===== config.mk =====
export PLATFORM = sky130hd
export DESIGN_NAME = issue_queue
export DESIGN_NICKNAME = d
export VERILOG_FILES = /design/src/rtl/issue_queue.sv
export SDC_FILE = /design/constraint.sdc
export NUM_CORES = 1
export LEC_CHECK = 0
export ABC_AREA = 0
export ABC_CLOCK_PERIOD_IN_PS = 46800
export CAP_MARGIN = 20
export CORE_MARGIN = 2
export CORE_UTILIZATION = 40
export CTS_BUF_LIST = sky130_fd_sc_hd__clkbuf_8 sky130_fd_sc_hd__clkbuf_16
export DETAILED_ROUTE_END_ITERATION = 10
export GPL_TIMING_DRIVEN = 0
export SETUP_SLACK_MARGIN = 0.1
export SLEW_MARGIN = 20
export SYNTH_ARGS = -nofsm -noshare
export SYNTH_HDL_FRONTEND = slang
export SYNTH_SLANG_ARGS = --single-unit

===== constraint.sdc =====
create_clock -name clk -period 46.8 [get_ports clk]
set_clock_uncertainty 0.1 [all_clocks]
set_input_delay 7.02 -clock clk [delete_from_list [all_inputs] [get_ports clk]]
set_output_delay 7.02 -clock clk [all_outputs]
set_load 0.02 [all_outputs]

===== src/rtl/issue_queue.sv =====
// Collapsing issue queue between dispatch and register-read, with wakeup.
// Ports: clk/rst, flush, enq_* (dispatch side), wb_* (wakeup), issue_* (RR side), count.
package iqt;
  typedef enum logic [0:0] {
    IQ_ALU = 1'b0,
    IQ_MEM = 1'b1
  } queue_type_t;

  typedef struct packed {
    logic [31:0] pc;
    logic [7:0]  op;
    logic        has_rd;
    logic [4:0]  rd;
    logic        has_rs1;
    logic [4:0]  rs1;
    logic        has_rs2;
    logic [4:0]  rs2;
  } queue_item_t;
endpackage

module issue_queue
  import iqt::*;
#(
  parameter int DEPTH    = 8,
  parameter int NUM_WB   = 2,
  parameter int IN_ORDER = 0
) (
  input  logic                       clk,
  input  logic                       rst,
  input  logic                       flush,
  input  logic                       enq_valid,
  output logic                       enq_ready,
  input  queue_item_t                enq_item,
  input  logic                       enq_rs1_busy,
  input  logic                       enq_rs2_busy,
  input  logic [NUM_WB-1:0]          wb_valid,
  input  logic [NUM_WB*5-1:0]        wb_rd,
  output logic                       issue_valid,
  input  logic                       issue_ready,
  output queue_item_t                issue_item,
  output logic [$clog2(DEPTH+1)-1:0] count
);

  localparam int CW = $clog2(DEPTH + 1);
  localparam int IW = $clog2(DEPTH);

  logic [DEPTH-1:0] valid;
  logic [DEPTH-1:0] r1;
  logic [DEPTH-1:0] r2;
  queue_item_t      item [DEPTH];
  logic [CW-1:0]    cnt;

  logic [DEPTH-1:0] rdy_vec;
  logic [DEPTH-1:0] u1;
  logic [DEPTH-1:0] u2;
  logic [DEPTH-1:0] n_valid;
  logic [DEPTH-1:0] n_r1;
  logic [DEPTH-1:0] n_r2;
  queue_item_t      n_item [DEPTH];

  logic          found;
  logic [IW-1:0] sel;
  logic          issue_fire;
  logic          enq_fire;
  logic          e1;
  logic          e2;
  logic [CW-1:0] wpos;

  // x0 never matches, so it can neither wake nor block an entry.
  function automatic logic wake_hit(input logic [4:0] r);
    logic hit;
    hit = 1'b0;
    for (int k = 0; k < NUM_WB; k++) begin
      if (wb_valid[k] && wb_rd[5*k +: 5] == r && r != 5'd0) begin
        hit = 1'b1;
      end
    end
    return hit;
  endfunction

  assign count     = cnt;
  assign enq_ready = cnt < CW'(DEPTH);
  assign rdy_vec   = valid & r1 & r2;

  always_comb begin
    found = 1'b0;
    sel   = '0;
    if (IN_ORDER != 0) begin
      found = rdy_vec[0];
    end else begin
      for (int i = DEPTH - 1; i >= 0; i--) begin
        if (rdy_vec[i]) begin
          found = 1'b1;
          sel   = IW'(i);
        end
      end
    end
  end

  always_comb begin
    issue_item = '0;
    for (int i = 0; i < DEPTH; i++) begin
      if (found && sel == IW'(i)) begin
        issue_item = item[i];
      end
    end
  end

  assign issue_valid = found;
  assign issue_fire  = found && issue_ready;
  assign enq_fire    = enq_valid && enq_ready && !flush;
  assign wpos        = cnt - CW'(issue_fire);

  assign e1 = !enq_item.has_rs1 || enq_item.rs1 == 5'd0 ||
              !enq_rs1_busy || wake_hit(enq_item.rs1);
  assign e2 = !enq_item.has_rs2 || enq_item.rs2 == 5'd0 ||
              !enq_rs2_busy || wake_hit(enq_item.rs2);

  // Readiness including this cycle's broadcasts; travels with shifting slots.
  always_comb begin
    for (int i = 0; i < DEPTH; i++) begin
      u1[i] = r1[i] | wake_hit(item[i].rs1);
      u2[i] = r2[i] | wake_hit(item[i].rs2);
    end
  end

  always_comb begin
    for (int i = 0; i < DEPTH; i++) begin
      n_valid[i] = valid[i];
      n_item[i]  = item[i];
      n_r1[i]    = u1[i];
      n_r2[i]    = u2[i];
    end
    if (issue_fire) begin
      for (int i = 0; i < DEPTH - 1; i++) begin
        if (IW'(i) >= sel) begin
          n_valid[i] = valid[i+1];
          n_item[i]  = item[i+1];
          n_r1[i]    = u1[i+1];
          n_r2[i]    = u2[i+1];
        end
      end
      n_valid[DEPTH-1] = 1'b0;
    end
    if (enq_fire) begin
      for (int i = 0; i < DEPTH; i++) begin
        if (CW'(i) == wpos) begin
          n_valid[i] = 1'b1;
          n_item[i]  = enq_item;
          n_r1[i]    = e1;
          n_r2[i]    = e2;
        end
      end
    end
    if (flush) begin
      n_valid = '0;
    end
  end

  always_ff @(posedge clk or posedge rst) begin
    if (rst) begin
      valid <= '0;
      r1    <= '0;
      r2    <= '0;
      cnt   <= '0;
      for (int i = 0; i < DEPTH; i++) begin
        item[i] <= '0;
      end
    end else begin
      valid <= n_valid;
      r1    <= n_r1;
      r2    <= n_r2;
      for (int i = 0; i < DEPTH; i++) begin
        item[i] <= n_item[i];
      end
      if (flush) begin
        cnt <= '0;
      end else begin
        cnt <= cnt + CW'(enq_fire) - CW'(issue_fire);
      end
    end
  end

endmodule


==> results.md, run 1 <==
- Status: finished, final reports clean
- Final instance area: 32600 um2
- Total core area: 70300 um2
- DP HPWL: 80800 um
- Yosys reg bits: 492
- Routed WL per cell: 26.1 um
- Critical path capture point type: output pin
- Dpl ws: 35.27 ns
- IO buf count: 79
- Syn Std Cell Area: 28500 um2
- Io pins: 141
- Slew @ Worst Pin: 1.15 ns
- Cell chosen for the clock root: clkbuf_16
- DRC errors left: 0
- Syn avg cell area: 8.49 um2
- Setup Fix Bufs, Post-CTS: 0
- Die Area: 73400 um2
- Mapped Nets: 3444
- Leakage: 14.4 nW
- Hold/Removal Path Class: reg2reg
- Latest clock arrival within the worst-skew pair: 0.65 ns
- Peak VDD IR: 0.0344 mV
- Total grt overflow: 0
- Via density: 6.11
- Required time of the critical path: 39.68 ns
- EDFF count, synth: 0
- Final GP Congestion: 0.967
- GRT Total Usage: 31.2%
- Detailed-route via count: 27400
- Worst rel slew slack: 23.4%
- Commonest register cell after synthesis: dfrtp_1
- Yosys warning total: 0
- Cell Pwr Density: 48.9 nW/um2
- Tightest hold margin: 0.450 ns
- Crit Path Max Fanout: 10
- Die span in x: 271 um
- First-pass GRT wire length: 174000 um
- Post-CTS sizing: 0
- Distinct cell type count of the synthesized netlist: 58
- Fillcell total: 6903
- Initial Utilization: 40.6%
- Final min period: 12.58 ns
- Share of layout cells above drive strength 1: 5.89%
- Largest net degree at the start of global routing: 87
- # setup viols final: 0
- Vias in the first global route: 26300
- CTS Sinks: 492
- Mapped Cells: 3358
- CTS tree: done
- Area of the multi-input gates: 14700 um2
- Std-Cell Rows: 97
- Die Y: 271 um
- CP Launch Type: flip-flop
- Final Cycle Share: 26.9%
- Hold Crit Depth: 2
- Reg clk slew, reported paths: 0.06 ns
- Routed WL: 117000 um
- P&R area growth vs syn: 14.3%
- DRT Pass-1 Iters: 7
- Total power: 1.60 mW
- DRT iter0 DRCs: 3490
- Setup TNS: 0 ns
- Num CTS Buffers: 57
- # nets final: 3591
- RSZ-0062 raised after global routing: no
- Arrival @ worst endpoint: 5.46 ns
- Fmax: 0.0795 GHz
- Final worst slack: 34.22 ns
- Antenna violations before repair: 8
- CTS max path bufs: 3
- Cell Area, Placed: 30700 um2
- Final Hold Viols: 0
- Sequential fraction of the synthesis area: 43.2%
- Cell depth of the worst flop-to-flop path: 14
- Ys async rst share: 100%
- Max Cap Viol: 0
- H-tree lvl count: 2
- Register Area: 12300 um2
- Fin. max-slew vios: 0
- CTS Hold Bufs: 0
- Post-DRT Antenna Nets: 0
- Setup CP Type: reg2out
[per-stage QoR]
step,cells,utilization [%]
floorplan,3358,-
global placement,4377,43.4
detailed placement,4384,43.7
CTS,4487,46.3
global route,4490,46.4
finish,4493,46.4
[sequential cells by signal (all words and copies together) (netlist names)]
name	flops
count	4
r2	8
item	464
valid	8
r1	8
[worst max-delay path, cell delays in order (launching register included)]
cell	delay, ns
dfrtp_1	0.42
nand3_1	0.17
o211a_1	0.40
clkbuf_1	0.88
o21ai_1	0.20
nand2_1	0.43
clkbuf_1	0.75
a21oi_1	0.15
o311ai_0	0.65
clkdlybuf4s50_1	0.74
[routing by layer]
metal | wire length [um] | GRT usage [%] | vias up
li1 | - | - | 12100
met1 | 46700 | 40.9 | 13400
met2 | 51700 | 48.2 | 1576
met3 | 12400 | 8.30 | 356
met4 | 6200 | 14.2 | 10
met5 | 161 | 0 | -
[cells in the mapped netlist, drive strengths merged, types with 2 or more instances]
| cell | n | area share [%] |
|---|---|---|
| dfrtp | 492 | 43 |
| and2 | 5 | 0.11 |
| nand4 | 9 | 0.20 |
| buf | 88 | 1.4 |
| nand2 | 614 | 8.1 |
| ha | 8 | 0.35 |
| nor2 | 318 | 4.2 |
| nor2b | 4 | 0.088 |
| o21ai | 290 | 5.1 |
| a32oi | 2 | 0.061 |
| a21oi | 196 | 3.5 |
| or4 | 12 | 0.32 |
| a211oi | 8 | 0.21 |
| a221oi | 128 | 3.9 |
| or3 | 3 | 0.066 |
| o31ai | 7 | 0.18 |
| o211ai | 5 | 0.13 |
| clkbuf | 282 | 3.7 |
| o2111ai | 2 | 0.061 |
| xnor2 | 68 | 2.1 |
| a21bo | 2 | 0.070 |
| a21boi | 2 | 0.053 |
| o22ai | 15 | 0.33 |
| o22a | 2 | 0.061 |
| nand3 | 45 | 0.81 |
| a31oi | 177 | 3.9 |
| a22oi | 13 | 0.34 |
| nor3 | 59 | 1.0 |
| o32ai | 4 | 0.12 |
| a22o | 2 | 0.061 |
| nand2b | 5 | 0.11 |
| and3 | 9 | 0.20 |
| mux2 | 61 | 2.4 |
| xor2 | 115 | 3.5 |
| a221o | 3 | 0.11 |
| inv | 11 | 0.14 |
| nor4 | 31 | 0.73 |
| mux2i | 245 | 8.6 |
| o2bb2ai | 7 | 0.21 |
[cell type report]
class	count	share of cell area, %
timing repair buffer	88	3.04
buffer	370	4.45
clock buffer	75	5.14
sequential	492	37.8
tap	940	3.61
inverter	11	0.150
antenna	4	0.0307
multi-input combinational	2485	45.2
clock inverter	28	0.630
[final timing paths]
check | startpoint | endpoint | slack, ns
worst min register to register | item[98] | item[156] | 0.45
worst max-delay path | r2[5] | issue_item[7] | 34.22
min in group asynchronous | rst | item[167] | 6.72
max in group asynchronous | rst | item[133] | 38.62
worst max register to register | valid[0] | item[92] | 40.90
worst min-delay path | item[98] | item[156] | 0.45
[placed cells by master (no fill, tap or decap), drive strengths merged, types with 25 or more instances in the layout]
cell	instances
nor4	31
buf	96
nor3	59
xor2	115
mux2	61
xnor2	68
a21oi	196
clkdlybuf4s50	79
nor2	318
clkbuf	358
a221oi	128
dfrtp	492
nand2	614
nand3	45
inv	25
mux2i	245
o21ai	290
a31oi	177
[power breakdown]
group          internal (mW)  leakage (nW)  switching, mW
clock network          0.260         0.986          0.196
logic                  0.184          7.02          0.263
registers              0.559          6.41          0.133
[kinds of logic (layout without fill, tap and decap cells)]
group                    after synthesis  in the layout  share of synthesized area (%)
adder cells (fa/ha/maj)                9              9                          0.421
multiplexers                         306            306                           11.0
AND/OR/NAND/NOR                     1116           1116                           16.0
buffers and inverters                381            572                           5.23
other                                  0              4                              0
AO/OA/AOI/OAI                        871            871                           18.6
flip-flops                           492            492                           43.2
XOR/XNOR                             183            183                           5.62
Note: power is estimated with default switching activity, not from simulation.
==> inputs of run 2 (changes only) <==
--- a/config.mk
+++ b/config.mk
@@ -6,7 +6,7 @@
 export NUM_CORES = 1
 export LEC_CHECK = 0
 export ABC_AREA = 0
-export ABC_CLOCK_PERIOD_IN_PS = 46800
+export ABC_CLOCK_PERIOD_IN_PS = 11400
 export CAP_MARGIN = 20
 export CORE_MARGIN = 2
 export CORE_UTILIZATION = 40
==> constraint.sdc (replaced) <==
create_clock -name clk -period 11.4 [get_ports clk]
set_clock_uncertainty 0.1 [all_clocks]
set_input_delay 1.71 -clock clk [delete_from_list [all_inputs] [get_ports clk]]
set_output_delay 1.71 -clock clk [all_outputs]
set_load 0.02 [all_outputs]
==> results.md, run 2 (synthesis results as in run 1) <==
- Sw Share: 36.7%
- Slowest-stage cell, CP: clkbuf_1
- Reg clk slew, reported paths: 0.06 ns
- DRT iter0 DRCs: 3351
- CTS max path bufs: 3
- Detailed-route via count: 27400
- Slew @ Worst Pin: 1.24 ns
- # nets final: 3601
- Peak VDD IR: 0.121 mV
- Setup CP Type: reg2out
- CTS Hold Bufs: 0
- Std-Cell Rows: 97
- Crit Path Max Fanout: 10
- CTS Sinks: 492
- Post-DRT Antenna Nets: 0
- Via density: 6.09
- Vias in the first global route: 26400
- Status: finished, final reports clean
- Leakage: 14.5 nW
- Num CTS Buffers: 56
- Antenna violations before repair: 8
- Share of layout cells above drive strength 1: 6.27%
- Worst rel slew slack: 16.8%
- Latest clock arrival within the worst-skew pair: 0.65 ns
- Routed WL: 117000 um
- Routed WL per cell: 26.0 um
- P_sw: 2.43 mW
- Crit path cell chain: and3_1, o211a_1, clkbuf_1, o21ai_1, nand2_1, clkbuf_1, a21oi_1, o311ai_0, clkdlybuf4s50_1
- Largest net degree at the start of global routing: 33
- CP most frequent cell: clkbuf_1
- Total grt overflow: 0
- Die Y: 271 um
- Core Util, Final: 46.8%
- Flop pwr share: 42.9%
- Die Area: 73400 um2
- P&R area growth vs syn: 15.3%
- Commonest cells after routing, fill and taps aside: nand2_1 (614), dfrtp_1 (492), nor2_1 (315)
- First-pass GRT wire length: 174000 um
- GRT Total Usage: 31.3%
- Fmax: 0.141 GHz
- Total core area: 70300 um2
- Power Internal: 4.19 mW
- Cell Pwr Density: 202 nW/um2
- Fillcell total: 6873
- Arrival @ worst endpoint: 5.30 ns
- Die span in x: 271 um
- Io pins: 141
- Max Cap Viol: 0
- Critical path capture point type: output pin
- DRC errors left: 0
- Post-CTS sizing: 0
- Slowest Stage Delay on Critical Path: 0.74 ns
- CTS tree: done
- Clock Power Share: 29.2%
- Most common cell after layout, fill and taps aside: nand2_1
- RSZ-0062 raised after global routing: no
- DRT Pass-1 Iters: 8
- Largest reg by FF count: item
- Final Hold Viols: 0
- Final min period: 7.11 ns
- Hold/Removal Path Class: reg2reg
- H-tree lvl count: 2
- # setup viols final: 0
- CP Launch Type: flip-flop
- Largest register FFs: 464
- Initial Utilization: 40.6%
- Required time of the critical path: 9.59 ns
- Fin. max-slew vios: 0
- Final Cycle Share: 62.4%
- Combinational share of power: 27.9%
- IO buf count: 79
- Final GP Congestion: 0.977
- DP HPWL: 81600 um
- Setup TNS: 0 ns
- Setup Fix Bufs, Post-CTS: 0
- Cell chosen for the clock root: clkbuf_16
==> run 2: cell types whose count changed in the layout (fill, tap and decap cells not counted), moves of 2 or more <==
cell and change:
clkbuf_8 -2, buf_16 -3, clkinv_2 +2, bufinv_16 +4
clkinvlp_4 +2, inv_1 -4, buf_12 +16
==> run 2: power by group through the flow <==
stage               clock network [mW]  registers (mW)  logic, mW
floorplan                            0            2.66       1.31
CTS                               1.95            2.81       1.81
detailed placement                   0            2.84       1.81
global placement                     0            2.84       1.75
finish                            1.94            2.84       1.85
global route                      2.02            2.90       2.02
==> run 2: cell type report <==
class,count,area (um2),share of cell area (%)
tap,940,1180,3.58
clock buffer,72,1620,4.93
antenna,4,10.0,0.0305
timing repair buffer,99,1200,3.67
inverter,11,45.0,0.137
multi-input combinational,2485,14700,44.8
buffer,370,1450,4.41
clock inverter,30,323,0.982
sequential,492,12300,37.5
==> run 2: through the flow <==
stage | instance area (um2) | total power [mW] | setup WS, ns | std cells | hold slack, ns
after floorplan | 28500 | 3.96 | 2.92 | 3358 | 0.403
after global placement | 30500 | 4.59 | -0.876 | 4377 | 0.423
after detailed placement | 30900 | 4.64 | 5.25 | 4397 | 0.428
after CTS | 32900 | 6.57 | 4.54 | 4499 | 0.441
after global routing | 32900 | 6.94 | 4.30 | 4502 | 0.458
final | 32900 | 6.62 | 4.29 | 4503 | 0.445
==> run 2: worst paths after layout <==
check / cells after the start / to / start / slack [ns]
worst max-delay path: 9 / issue_item[7] / r1[6] / 4.29
worst min-delay path: 1 / item[17] / item[17] / 0.44
worst max register to register: 14 / item[91] / r2[0] / 5.64
worst min register to register: 1 / item[17] / item[17] / 0.44
max in group asynchronous: 9 / item[156] / rst / 8.32
min in group asynchronous: 3 / item[2] / rst / 1.35
==> run 2: routing by layer <==
| layer | part of all wire [%] | vias to the layer above | global-route usage [%] |
|---|---|---|---|
| li1 | - | 12100 | - |
| met1 | 40 | 13500 | 41.9 |
| met2 | 44 | 1542 | 48.0 |
| met5 | 0.049 | - | 0 |
| met3 | 10 | 333 | 7.10 |
| met4 | 5.2 | 8 | 14.6 |
==> run 2: critical path, delay by kind of cell, from the launching register on <==
kind	cells	cell delay, ns
flip-flops	1	0.47
AO/OA/AOI/OAI	4	1.36
buffers and inverters	3	2.20
AND/OR/NAND/NOR	2	0.61
